[src/rtl/adc_seq_pkg.sv]
// rtl/adc_seq_pkg.sv - shared types, constants and helpers for the ADC scan sequencer
package adc_seq_pkg;

    localparam int NCH_DEFAULT = 8;
    localparam int SAMPLE_W    = 12;

    // Bit positions inside the 6-bit LTC2308 configuration word.
    localparam int CONF_SD      = 5;
    localparam int CONF_ADDR_HI = 4;
    localparam int CONF_ADDR_LO = 2;
    localparam int CONF_UNI     = 1;
    localparam int CONF_SLP     = 0;

    typedef enum logic [1:0] {
        ST_IDLE  = 2'd0,
        ST_PRIME = 2'd1,
        ST_SCAN  = 2'd2,
        ST_DRAIN = 2'd3
    } state_t;

    // LTC2308 single-ended address bits {O/S, S1, S0} for a channel number.
    function automatic logic [2:0] chan_addr(input logic [2:0] ch);
        return {ch[0], ch[2], ch[1]};
    endfunction

    // Lowest enabled channel at or above 'from'; bit 3 set means none found.
    function automatic logic [3:0] first_enabled(input logic [7:0] mask, input logic [3:0] from);
        logic [3:0] r;
        r = 4'b1000;
        for (int i = 7; i >= 0; i--) begin
            if (mask[i] && (4'(i) >= from)) begin
                r = {1'b0, 3'(i)};
            end
        end
        return r;
    endfunction

endpackage

[src/rtl/adc_seq_accum.sv]
// rtl/adc_seq_accum.sv - per-channel sample accumulator with shift averaging
//   clk, reset : clock, async active-high reset
//   clear      : drop any partial sum (new scan)
//   take       : accept sample this cycle
//   sample     : 12-bit conversion result
//   ready      : pulse with the sample that completes a 2^AVG_LOG2 group
//   result     : averaged value, valid while ready is high
module adc_seq_accum
    import adc_seq_pkg::*;
#(
    parameter int AVG_LOG2 = 2
) (
    input  logic                clk,
    input  logic                reset,
    input  logic                clear,
    input  logic                take,
    input  logic [SAMPLE_W-1:0] sample,
    output logic                ready,
    output logic [SAMPLE_W-1:0] result
);

    localparam int AW = SAMPLE_W + AVG_LOG2;
    localparam int CW = (AVG_LOG2 == 0) ? 1 : AVG_LOG2;
    localparam logic [CW-1:0] CNT_LAST = CW'((1 << AVG_LOG2) - 1);

    logic [AW-1:0] acc;
    logic [AW-1:0] sum;
    logic [CW-1:0] cnt;
    logic          last;

    // The completing sample is folded in combinationally so the average is
    // available in the same cycle as the sample that finishes the group.
    assign sum    = acc + AW'(sample);
    assign last   = (cnt == CNT_LAST);
    assign ready  = take && last;
    assign result = SAMPLE_W'(sum >> AVG_LOG2);

    always_ff @(posedge clk or posedge reset) begin
        if (reset) begin
            acc <= '0;
            cnt <= '0;
        end else if (clear) begin
            acc <= '0;
            cnt <= '0;
        end else if (take) begin
            if (last) begin
                acc <= '0;
                cnt <= '0;
            end else begin
                acc <= sum;
                cnt <= cnt + 1'b1;
            end
        end
    end

endmodule

[src/rtl/adc_scan_sequencer.sv]
// rtl/adc_scan_sequencer.sv - scans enabled ADC channels, averages and stores results
//   clk, reset                  : clock, async active-high reset
//   start, stop, continuous     : scan control pulses / mode
//   chan_mask, uni              : channel enables and unipolar select, latched per scan
//   conf                        : configuration word to the ADC SPI controller
//   sample_valid, sample_data   : results returned by the ADC controller (one frame late)
//   rd_en, rd_chan              : result read request
//   rd_data, rd_valid, rd_fresh : registered read response and new-since-last-read flag
//   busy, scan_done             : activity flag, end-of-scan pulse
module adc_scan_sequencer
    import adc_seq_pkg::*;
#(
    parameter int NCH      = NCH_DEFAULT,
    parameter int AVG_LOG2 = 2
) (
    input  logic                clk,
    input  logic                reset,
    input  logic                start,
    input  logic                stop,
    input  logic                continuous,
    input  logic [7:0]          chan_mask,
    input  logic                uni,
    output logic [5:0]          conf,
    input  logic                sample_valid,
    input  logic [SAMPLE_W-1:0] sample_data,
    input  logic                rd_en,
    input  logic [2:0]          rd_chan,
    output logic [SAMPLE_W-1:0] rd_data,
    output logic                rd_valid,
    output logic                rd_fresh,
    output logic                busy,
    output logic                scan_done
);

    localparam int CW = (AVG_LOG2 == 0) ? 1 : AVG_LOG2;
    localparam logic [CW-1:0] SLOT_LAST = CW'((1 << AVG_LOG2) - 1);
    localparam logic [7:0]    CH_OK     = 8'((1 << NCH) - 1);

    state_t              state, state_nx;
    logic [7:0]          mask_l;
    logic                uni_l, cont_l, stop_l;
    logic [2:0]          conf_ch, pend_ch;
    logic                pend_last;
    logic [CW-1:0]       slot_cnt;
    logic [SAMPLE_W-1:0] result_mem [NCH];
    logic [NCH-1:0]      fresh;

    logic                slot_pulse, slot_end, conf_last, scan_end, wrap;
    logic                start_ok, new_any, take, acc_ready;
    logic [3:0]          nxt_ch, new_first;
    logic [7:0]          new_mask;
    logic [SAMPLE_W-1:0] acc_res;

    // conf is held per slot for 2^AVG_LOG2 pulses; the prime pulse counts as
    // the first pulse of the first slot, its returned sample is just not used.
    assign slot_pulse = sample_valid && ((state == ST_PRIME) || (state == ST_SCAN));
    assign slot_end   = slot_pulse && (slot_cnt == SLOT_LAST);
    assign nxt_ch     = first_enabled(mask_l, {1'b0, conf_ch} + 4'd1);
    assign conf_last  = nxt_ch[3];
    assign new_mask   = chan_mask & CH_OK;
    assign new_first  = first_enabled(new_mask, 4'd0);
    assign new_any    = ~new_first[3];
    assign start_ok   = start && (state == ST_IDLE) && new_any;
    assign scan_end   = slot_end && conf_last;
    assign wrap       = scan_end && cont_l && !(stop_l || stop);
    assign take       = sample_valid && ((state == ST_SCAN) || (state == ST_DRAIN));

    adc_seq_accum #(.AVG_LOG2(AVG_LOG2)) u_accum (
        .clk    (clk),
        .reset  (reset),
        .clear  (start_ok),
        .take   (take),
        .sample (sample_data),
        .ready  (acc_ready),
        .result (acc_res)
    );

    always_ff @(posedge clk or posedge reset) begin
        if (reset) begin
            state <= ST_IDLE;
        end else begin
            state <= state_nx;
        end
    end

    always_comb begin
        state_nx = state;
        case (state)
            ST_IDLE:  if (start_ok) state_nx = ST_PRIME;
            ST_PRIME,
            ST_SCAN: begin
                if (scan_end) begin
                    state_nx = (wrap && new_any) ? ST_SCAN : ST_DRAIN;
                end else if (slot_pulse) begin
                    state_nx = ST_SCAN;
                end
            end
            ST_DRAIN: if (sample_valid) state_nx = ST_IDLE;
            default:  state_nx = ST_IDLE;
        endcase
    end

    always_comb begin
        busy = (state != ST_IDLE);
        conf = '0;
        conf[CONF_SD]                    = 1'b1;
        conf[CONF_ADDR_HI:CONF_ADDR_LO]  = chan_addr(conf_ch);
        conf[CONF_UNI]                   = uni_l;
        conf[CONF_SLP]                   = 1'b0;
    end

    always_ff @(posedge clk or posedge reset) begin
        if (reset) begin
            mask_l    <= '0;
            uni_l     <= 1'b0;
            cont_l    <= 1'b0;
            stop_l    <= 1'b0;
            conf_ch   <= '0;
            slot_cnt  <= '0;
            pend_ch   <= '0;
            pend_last <= 1'b0;
        end else if (start_ok) begin
            mask_l   <= new_mask;
            uni_l    <= uni;
            cont_l   <= continuous;
            stop_l   <= 1'b0;
            conf_ch  <= new_first[2:0];
            slot_cnt <= '0;
        end else begin
            if (stop && (state != ST_IDLE)) stop_l <= 1'b1;
            if ((state == ST_DRAIN) && sample_valid) stop_l <= 1'b0;
            if (slot_pulse) begin
                // The sample returned at the next pulse belongs to the channel
                // conf selects now; remember whether it closes the scan.
                pend_ch   <= conf_ch;
                pend_last <= conf_last;
                if (slot_end) begin
                    slot_cnt <= '0;
                    if (!conf_last) begin
                        conf_ch <= nxt_ch[2:0];
                    end else if (wrap && new_any) begin
                        mask_l  <= new_mask;
                        uni_l   <= uni;
                        conf_ch <= new_first[2:0];
                    end
                end else begin
                    slot_cnt <= slot_cnt + 1'b1;
                end
            end
        end
    end

    // Results and read port. A read colliding with a write returns the old
    // value; the write's fresh set takes priority over the read's clear.
    always_ff @(posedge clk or posedge reset) begin
        if (reset) begin
            for (int i = 0; i < NCH; i++) result_mem[i] <= '0;
            fresh     <= '0;
            rd_data   <= '0;
            rd_valid  <= 1'b0;
            rd_fresh  <= 1'b0;
            scan_done <= 1'b0;
        end else begin
            rd_valid  <= rd_en;
            scan_done <= acc_ready && pend_last;
            if (rd_en) begin
                rd_data        <= result_mem[rd_chan];
                rd_fresh       <= fresh[rd_chan];
                fresh[rd_chan] <= 1'b0;
            end
            if (acc_ready) begin
                result_mem[pend_ch] <= acc_res;
                fresh[pend_ch]      <= 1'b1;
            end
        end
    end

endmodule

[config.mk]
export PLATFORM = sky130hd
export DESIGN_NAME = adc_scan_sequencer
export DESIGN_NICKNAME = d
export VERILOG_FILES = /design/src/rtl/adc_seq_pkg.sv /design/src/rtl/adc_seq_accum.sv /design/src/rtl/adc_scan_sequencer.sv
export SDC_FILE = /design/constraint.sdc
export NUM_CORES = 1
export LEC_CHECK = 0
export CAP_MARGIN = 5
export CORE_UTILIZATION = 54
export DETAILED_ROUTE_END_ITERATION = 6
export GPL_TIMING_DRIVEN = 1
export HOLD_SLACK_MARGIN = 0.06
export MAX_ROUTING_LAYER = met4
export PLACE_DENSITY_LB_ADDON = 0.25
export SYNTH_ARGS = -nofsm -noshare
export SYNTH_HDL_FRONTEND = slang
export SYNTH_HIERARCHICAL = 1
export SYNTH_SLANG_ARGS = --single-unit
export TNS_END_PERCENT = 30
[constraint.sdc]
create_clock -name clk -period 4.9 [get_ports clk]
set_clock_uncertainty 0.15 [all_clocks]
set_input_delay 1.225 -clock clk [delete_from_list [all_inputs] [get_ports clk]]
set_output_delay 1.225 -clock clk [all_outputs]
set_load 0.05 [all_outputs]
==> run metrics, run 1 <==
status=completed; EDFF count, synth=0; Row Count=43; CTS resizes=0; iteration count of the initial detailed-routing pass=5; data arrival time of the worst path=~3.8 ns; normalized max-slew margin=25.42%; largest net degree at the start of global routing=91; Synth top area share=about half; HPWL reported at the end of detailed placement=roughly 11000 um; number of flip-flops and latches in the synthesized netlist=157; Fin. Hold Viols=0; final standard cell area without fillers=9178 sq um; total track usage=24.76%; final critical-path share of the clock period=75.23%; post-synthesis compound-gate area fraction=8.933%; launch point of the worst reg-to-reg path=conf_ch[1]; Port Buffer Count=50; Avg Inst Size Synth=13.14 sq um; drt drc=0; top cells by area, synth=dfrtp_1 (50%), mux2_2 (14%), mux4_2 (7.5%); proportion of synthesized area in mux cells=26.16%; Hold WC Path Type=flop to flop; crit path launch type=input pin; clock latency on the worst-skew pair=around 0.42 ns; fraction of final layout cells sized beyond drive strength 1=between 20 and 30%; initial core utilization=55.97%; TritonCTS clock tree=done; Root Buffer Master=clkbuf_16; total die area=14990 sq um; ANT nets after route=0; clock transition time at the flip-flop clock pins of the worst setup and hold paths=0.06 ns; routability congestion estimate from global placement=0.8955; via count of the first global-routing pass=5360; post-synth cell types=around 70; endpoint type of the worst setup path=flop; unrepaired setup endpoints after global routing=no; worst ir drop on vdd=0.4033 mV; wire per inst=19.40 um; fill cell total of the finished layout=1027; sum of overflow across all layers after global routing=0; cell type contributing the most total cell area after synthesis=dfrtp_1; CTS H-tree depth=4; adder-cell share of the synthesized area=3.611%; Worst Path Required=5.06 ns; Synth async-reset ratio=100.0%; Clock Path Buffers=2; final slew viol count=0; die boundary height=122.4 um; most used standard cell by instance count after synthesis=dfrtp_1; hold path startpoint=cont_l; Sink Count=157; I/O pin count=53; post-CTS setup buffer count=0; DRT iter0 DRCs=398; combinational family with the most area after synthesis=multiplexers; post-synthesis simple-gate area fraction=7.399%; clock buffer count from CTS=17; share of synthesized area occupied by flip-flops and latches=50.18%; start-to-end type of the worst setup path=input pin to flop; area grow syn2layout=17.21%; setup tns final=0 ns; Min Clock Period, post-route=3.686 ns; Total Routed Length=around 16000 um; core region area=13990 sq um; fraction of synthesized cell area in xor and xnor cells=~1.3%; wire length of the first global-routing pass=27230 um; # nets final=705; Worst-Margin Slew=1.115 ns; total of hold buffers inserted after clock tree synthesis=0; critical path startpoint=sample_data[0]; Vias=5076; post-placement cell area=8569 sq um; yosys warns=6; largest fanout on the critical path=8; post-synthesis instance area=about 8000 sq um; Inserted Diodes=0; cell types with the highest counts after synthesis=dfrtp_1 (157), mux2_2 (100), a21oi_1 (31); number of antenna violations at the first check in global routing=0; post-synth net total=649; setup violators final=0; instance count of the mapped netlist=596; power density over cell area=593.6 nW/um^2; Leak=0.004346 uW; number of violations of the max-capacitance limit=0; Peak Freq=271.3 MHz; width of the chip=approximately 120 um; Post-synth top flop=dfrtp_1; detail-routed via count per cell=6.029
==> cell families after synthesis <==
| logic type | after synthesis |
|---|---|
| AO/OA/AOI/OAI | 97 |
| adder cells (fa/ha/maj) | 22 |
| buffers and inverters | 42 |
| AND/OR/NAND/NOR | 109 |
| other | 2 |
| XOR/XNOR | 12 |
| multiplexers | 155 |
| flip-flops | 157 |
==> cells in the final DEF, fill, tap and decap left out, types with 3 or more instances in the layout <==
| master | synthesis | routed |
|---|---|---|
| dfrtp_1 | 157 | 157 |
| mux2_2 | 100 | 100 |
| clkdlybuf4s50_1 | 0 | 49 |
| a21oi_1 | 31 | 31 |
| nor2_1 | 28 | 28 |
| mux4_2 | 26 | 26 |
| nand2_1 | 22 | 22 |
| ha_1 | 21 | 21 |
| mux2i_1 | 19 | 19 |
| clkbuf_16 | 0 | 17 |
| nand2b_1 | 14 | 14 |
| a22o_1 | 13 | 13 |
| inv_1 | 14 | 13 |
| buf_4 | 3 | 13 |
| o21ai_0 | 11 | 11 |
| mux2_4 | 9 | 9 |
| xnor2_1 | 8 | 8 |
| nand3_1 | 7 | 7 |
| and3_1 | 6 | 6 |
| a21o_1 | 5 | 5 |
| nand4b_1 | 4 | 4 |
| o31ai_1 | 4 | 4 |
| nor3_1 | 6 | 4 |
| a31oi_1 | 4 | 4 |
| and2_1 | 4 | 4 |
| clkinvlp_4 | 0 | 4 |
| bufinv_16 | 0 | 4 |
| xor2_1 | 4 | 4 |
| nor3b_2 | 1 | 3 |
| or3b_1 | 3 | 3 |
| o211ai_1 | 3 | 3 |
==> worst paths after layout <==
path                                        to  slack (ns)  cells after the start
min in group asynchronous       u_accum/acc[5]        1.14                      2
worst max-delay path            result_mem[58]        1.21                      9
worst max register to register       mask_l[0]        1.54                      8
worst min-delay path                    cont_l        0.34                      2
max in group asynchronous       result_mem[83]        2.88                      3
worst min register to register          cont_l        0.34                      2
==> state kept, by name (all words and copies together), names as in the netlist <==
| signal | count |
|---|---|
| fresh | 8 |
| rd_valid | 1 |
| scan_done | 1 |
| pend_ch | 3 |
| u_accum/acc | 14 |
| conf_ch | 3 |
| pend_last | 1 |
| slot_cnt | 2 |
| uni_l | 1 |
| result_mem | 96 |
| rd_data | 12 |
| mask_l | 8 |
| cont_l | 1 |
| u_accum/cnt | 2 |
| stop_l | 1 |
| state | 2 |
| rd_fresh | 1 |
==> worst max-delay path, stage by stage <==
cell and delay, ns:
clkdlybuf4s50_1 0.40, ha_1 0.23, fa_1 0.40, a21o_1 0.22, a221oi_2 0.36, nor2b_2 0.11
a211oi_2 0.33, xnor2_1 0.24, mux2_2 0.32
==> through the flow <==
| stage | setup slack [ns] | util, % | power, uW | std cells | hold slack, ns |
|---|---|---|---|---|---|
| after floorplan | 1.465 | - | 3528 | 596 | 0.2953 |
| after global placement | 0.8753 | 61.26 | 3948 | 813 | 0.3108 |
| after detailed placement | 0.7781 | 61.26 | 4073 | 813 | 0.3158 |
| final | 1.214 | 65.61 | 5448 | 842 | 0.3352 |
| after CTS | 1.216 | 65.61 | 5467 | 842 | 0.3318 |
| after global routing | 1.030 | 65.61 | 5767 | 842 | 0.3617 |
==> area by class of cell <==
cell class	count	area [sq um]	share of cell area [%]
timing repair buffer	64	613.1	6.680
clock inverter	10	165.2	1.800
sequential	157	3929	42.81
multi-input combinational	397	3742	40.78
tap	180	225.2	2.454
clock buffer	19	442.9	4.826
inverter	15	60.06	0.6544
==> routing by layer <==
layer	vias up	GRT usage (%)	share of wire, %
met5	-	-	0
met2	122	39.92	51
li1	2318	-	-
met1	2617	31.58	45
met4	0	7.546	1.1
met3	19	5.019	3.4
==> power breakdown <==
group          leakage (uW)  switching, uW  internal (uW)
logic               0.00196           1090            951
registers           0.00210            301           1740
clock network      0.000288            515            859
total               0.00435           1900           3550
Power figures use the tool's default switching activity.
==> run 2: changes to the inputs <==
--- a/config.mk
+++ b/config.mk
@@ -6,7 +6,7 @@
 export NUM_CORES = 1
 export LEC_CHECK = 0
 export CAP_MARGIN = 5
-export CORE_UTILIZATION = 54
+export CORE_UTILIZATION = 55
 export DETAILED_ROUTE_END_ITERATION = 6
 export GPL_TIMING_DRIVEN = 1
 export HOLD_SLACK_MARGIN = 0.06
==> constraint.sdc (replaced) <==
create_clock -name clk -period 3.8 [get_ports clk]
set_clock_uncertainty 0.15 [all_clocks]
set_input_delay 0.95 -clock clk [delete_from_list [all_inputs] [get_ports clk]]
set_output_delay 0.95 -clock clk [all_outputs]
set_load 0.05 [all_outputs]
==> run metrics, run 2 (synthesized netlist as in run 1, its figures left out) <==
Min Hold Slack=0.3396 ns (was 0.3352 ns); TritonCTS clock tree=done (unchanged); largest net degree at the start of global routing=142 (was 91); wire length of the first global-routing pass=27520 um (was 27230 um); # nets final=714 (was 705); final standard cell area without fillers=9248 sq um (was 9178 sq um); setup violators final=0 (unchanged); total die area=14720 sq um (was 14990 sq um); normalized max-slew margin=46.90% (was 25.42%); CP top delay family=compound AO/OA/AOI/OAI gates (unchanged); area grow syn2layout=18.10% (was 17.21%); setup slack after placement=0.04911 ns (was 0.7781 ns); detail-routed via count per cell=6.015 (was 6.029); via count of the first global-routing pass=5428 (was 5360); clock latency on the worst-skew pair=0.42 ns (about the same); Total Routed Length=16500 um (was 16340 um); critical path cell sequence=clkdlybuf4s50_1 > ha_1 > a21o_1 > a31o_1 > o211ai_1 > o221ai_1 > xor2_1 > mux2_2 (was clkdlybuf4s50_1 > ha_1 > fa_1 > a21o_1 > a221oi_2 > nor2b_2 > a211oi_2 > xnor2_1 > mux2_2); Fin. Hold Viols=0 (unchanged); combined buffer and inverter count along the critical path=1 (unchanged); Clock Path Buffers=2 (unchanged); start-to-end type of the worst setup path=input pin to flop (unchanged); number of antenna violations at the first check in global routing=0 (unchanged); endpoint type of the worst setup path=flop (unchanged); worst ir drop on vdd=0.4857 mV (was 0.4033 mV); largest registers in the final layout=result_mem (96), u_accum/acc (14), rd_data (12) (unchanged); CTS resizes=0 (unchanged); Row Count=43 (unchanged); number of flip-flops under the largest register name=96 (unchanged); final critical-path share of the clock period=between 80 and 90%; hold path startpoint=cont_l (unchanged); crit path launch type=input pin (unchanged); Inserted Diodes=0 (unchanged); unrepaired setup endpoints after global routing=no (unchanged); setup tns final=0 ns (unchanged); sum of overflow across all layers after global routing=0 (unchanged); fraction of final layout cells sized beyond drive strength 1=30.56% (was 29.61%); total track usage=25.58% (was 24.76%); Vias=5137 (was 5076); routability congestion estimate from global placement=0.8991 (was 0.8955); HPWL reported at the end of detailed placement=11090 um (was 10830 um); power density over cell area=751.2 nW/um^2 (was 593.6 nW/um^2); ANT nets after route=0 (unchanged); post-placement cell area=8662 sq um (was 8569 sq um); commonest non-fill, non-tap cells in the layout=dfrtp_1 (157), mux2_2 (100), clkdlybuf4s50_1 (49) (unchanged); CTS H-tree depth=4 (unchanged); iteration count of the initial detailed-routing pass=4 (was 5); maximum cell stage delay along the critical path=0.58 ns (was 0.40 ns); data arrival time of the worst path=3.53 ns (was 3.84 ns); core region area=13880 sq um (was 13990 sq um); initial core utilization=56.41% (was 55.97%); fin worst setup slack=0.4694 ns (was 1.214 ns); width of the chip=121.3 um (was 122.4 um); most common cell after layout, fill and taps aside=dfrtp_1 (unchanged); Port Buffer Count=50 (unchanged); Min Clock Period, post-route=3.331 ns; Worst-Margin Slew=0.7909 ns (was 1.115 ns); final slew viol count=0 (unchanged); Peak Freq=300.3 MHz; die boundary height=121.3 um (was 122.4 um); I/O pin count=53 (unchanged); critical path startpoint=sample_data[4] (was sample_data[0]); Sink Count=157 (unchanged); Leak=0.004399 uW (was 0.004346 uW); clock transition time at the flip-flop clock pins of the worst setup and hold paths=0.06 ns (about the same); total of hold buffers inserted after clock tree synthesis=0 (unchanged); clock buffer count from CTS=17 (unchanged); wire per inst=19.32 um (was 19.40 um); largest fanout on the critical path=9 (was 8); status=completed (unchanged); drt drc=0 (unchanged); Hold WC Path Type=flop to flop (unchanged); Worst Path Required=4.00 ns (was 5.06 ns); Reg with most FFs=result_mem (unchanged); post-CTS setup buffer count=0 (unchanged); launch point of the worst reg-to-reg path=conf_ch[1] (unchanged); DRT iter0 DRCs=343 (was 398); number of violations of the max-capacitance limit=0 (unchanged); Critical-path top delay cell=xor2_1 (was clkdlybuf4s50_1); Root Buffer Master=clkbuf_16 (unchanged)
-- run 2: through the flow --
| stage | utilization [%] | instances | total power (uW) |
|---|---|---|---|
| after global routing | 66.62 | 854 | 7371 |
| after global placement | 62.40 | 822 | 5154 |
| after detailed placement | 62.40 | 822 | 5307 |
| after CTS | 66.62 | 854 | 6985 |
| after floorplan | - | 596 | 4549 |
| final | 66.62 | 854 | 6947 |
-- run 2: final timing paths --
check                                  to  slack [ns]  cells after the start
max                        result_mem[69]        0.47                      8
min                                cont_l        0.34                      2
min reg2reg                        cont_l        0.34                      2
max reg2reg                    conf_ch[0]        0.56                      9
min in group asynchronous  u_accum/cnt[1]        0.85                      2
max in group asynchronous      rd_data[3]        1.97                      3
-- run 2: cell type report --
type | count | area (sq um)
multi-input cells | 397 | 3742
clock buffers | 27 | 533.0
repair buffers | 73 | 705.7
flip-flops and latches | 157 | 3929
inverters | 15 | 60.06
clock inverters | 5 | 52.55
fillers | 999 | 4633
well taps | 180 | 225.2
-- run 2: worst register-to-register path: cells and delay by family (launching register included) --
| family | cells | cell delay [ns] |
|---|---|---|
| AOI/OAI and AO/OA | 4 | 1.43 |
| DFF | 1 | 0.56 |
| adders and majority gates | 1 | 0.37 |
| buffers and inverters | 2 | 0.34 |
| muxes | 1 | 0.25 |
| and+or+nand+nor | 1 | 0.05 |
-- run 2: where the power goes --
part	switching, uW	internal, uW	total (uW)
sequential	388	2240	2630
clock	632	1020	1650
combinational	1400	1270	2670
total	2420	4530	6950
-- run 2: per-layer routing --
| layer | up-vias | GRT usage, % | share of wire, % |
|---|---|---|---|
| met4 | 0 | 9.259 | 2.2 |
| met3 | 30 | 5.169 | 3.2 |
| met1 | 2667 | 30.05 | 41 |
| li1 | 2343 | - | - |
| met2 | 97 | 43.54 | 53 |
| met5 | - | - | 0 |
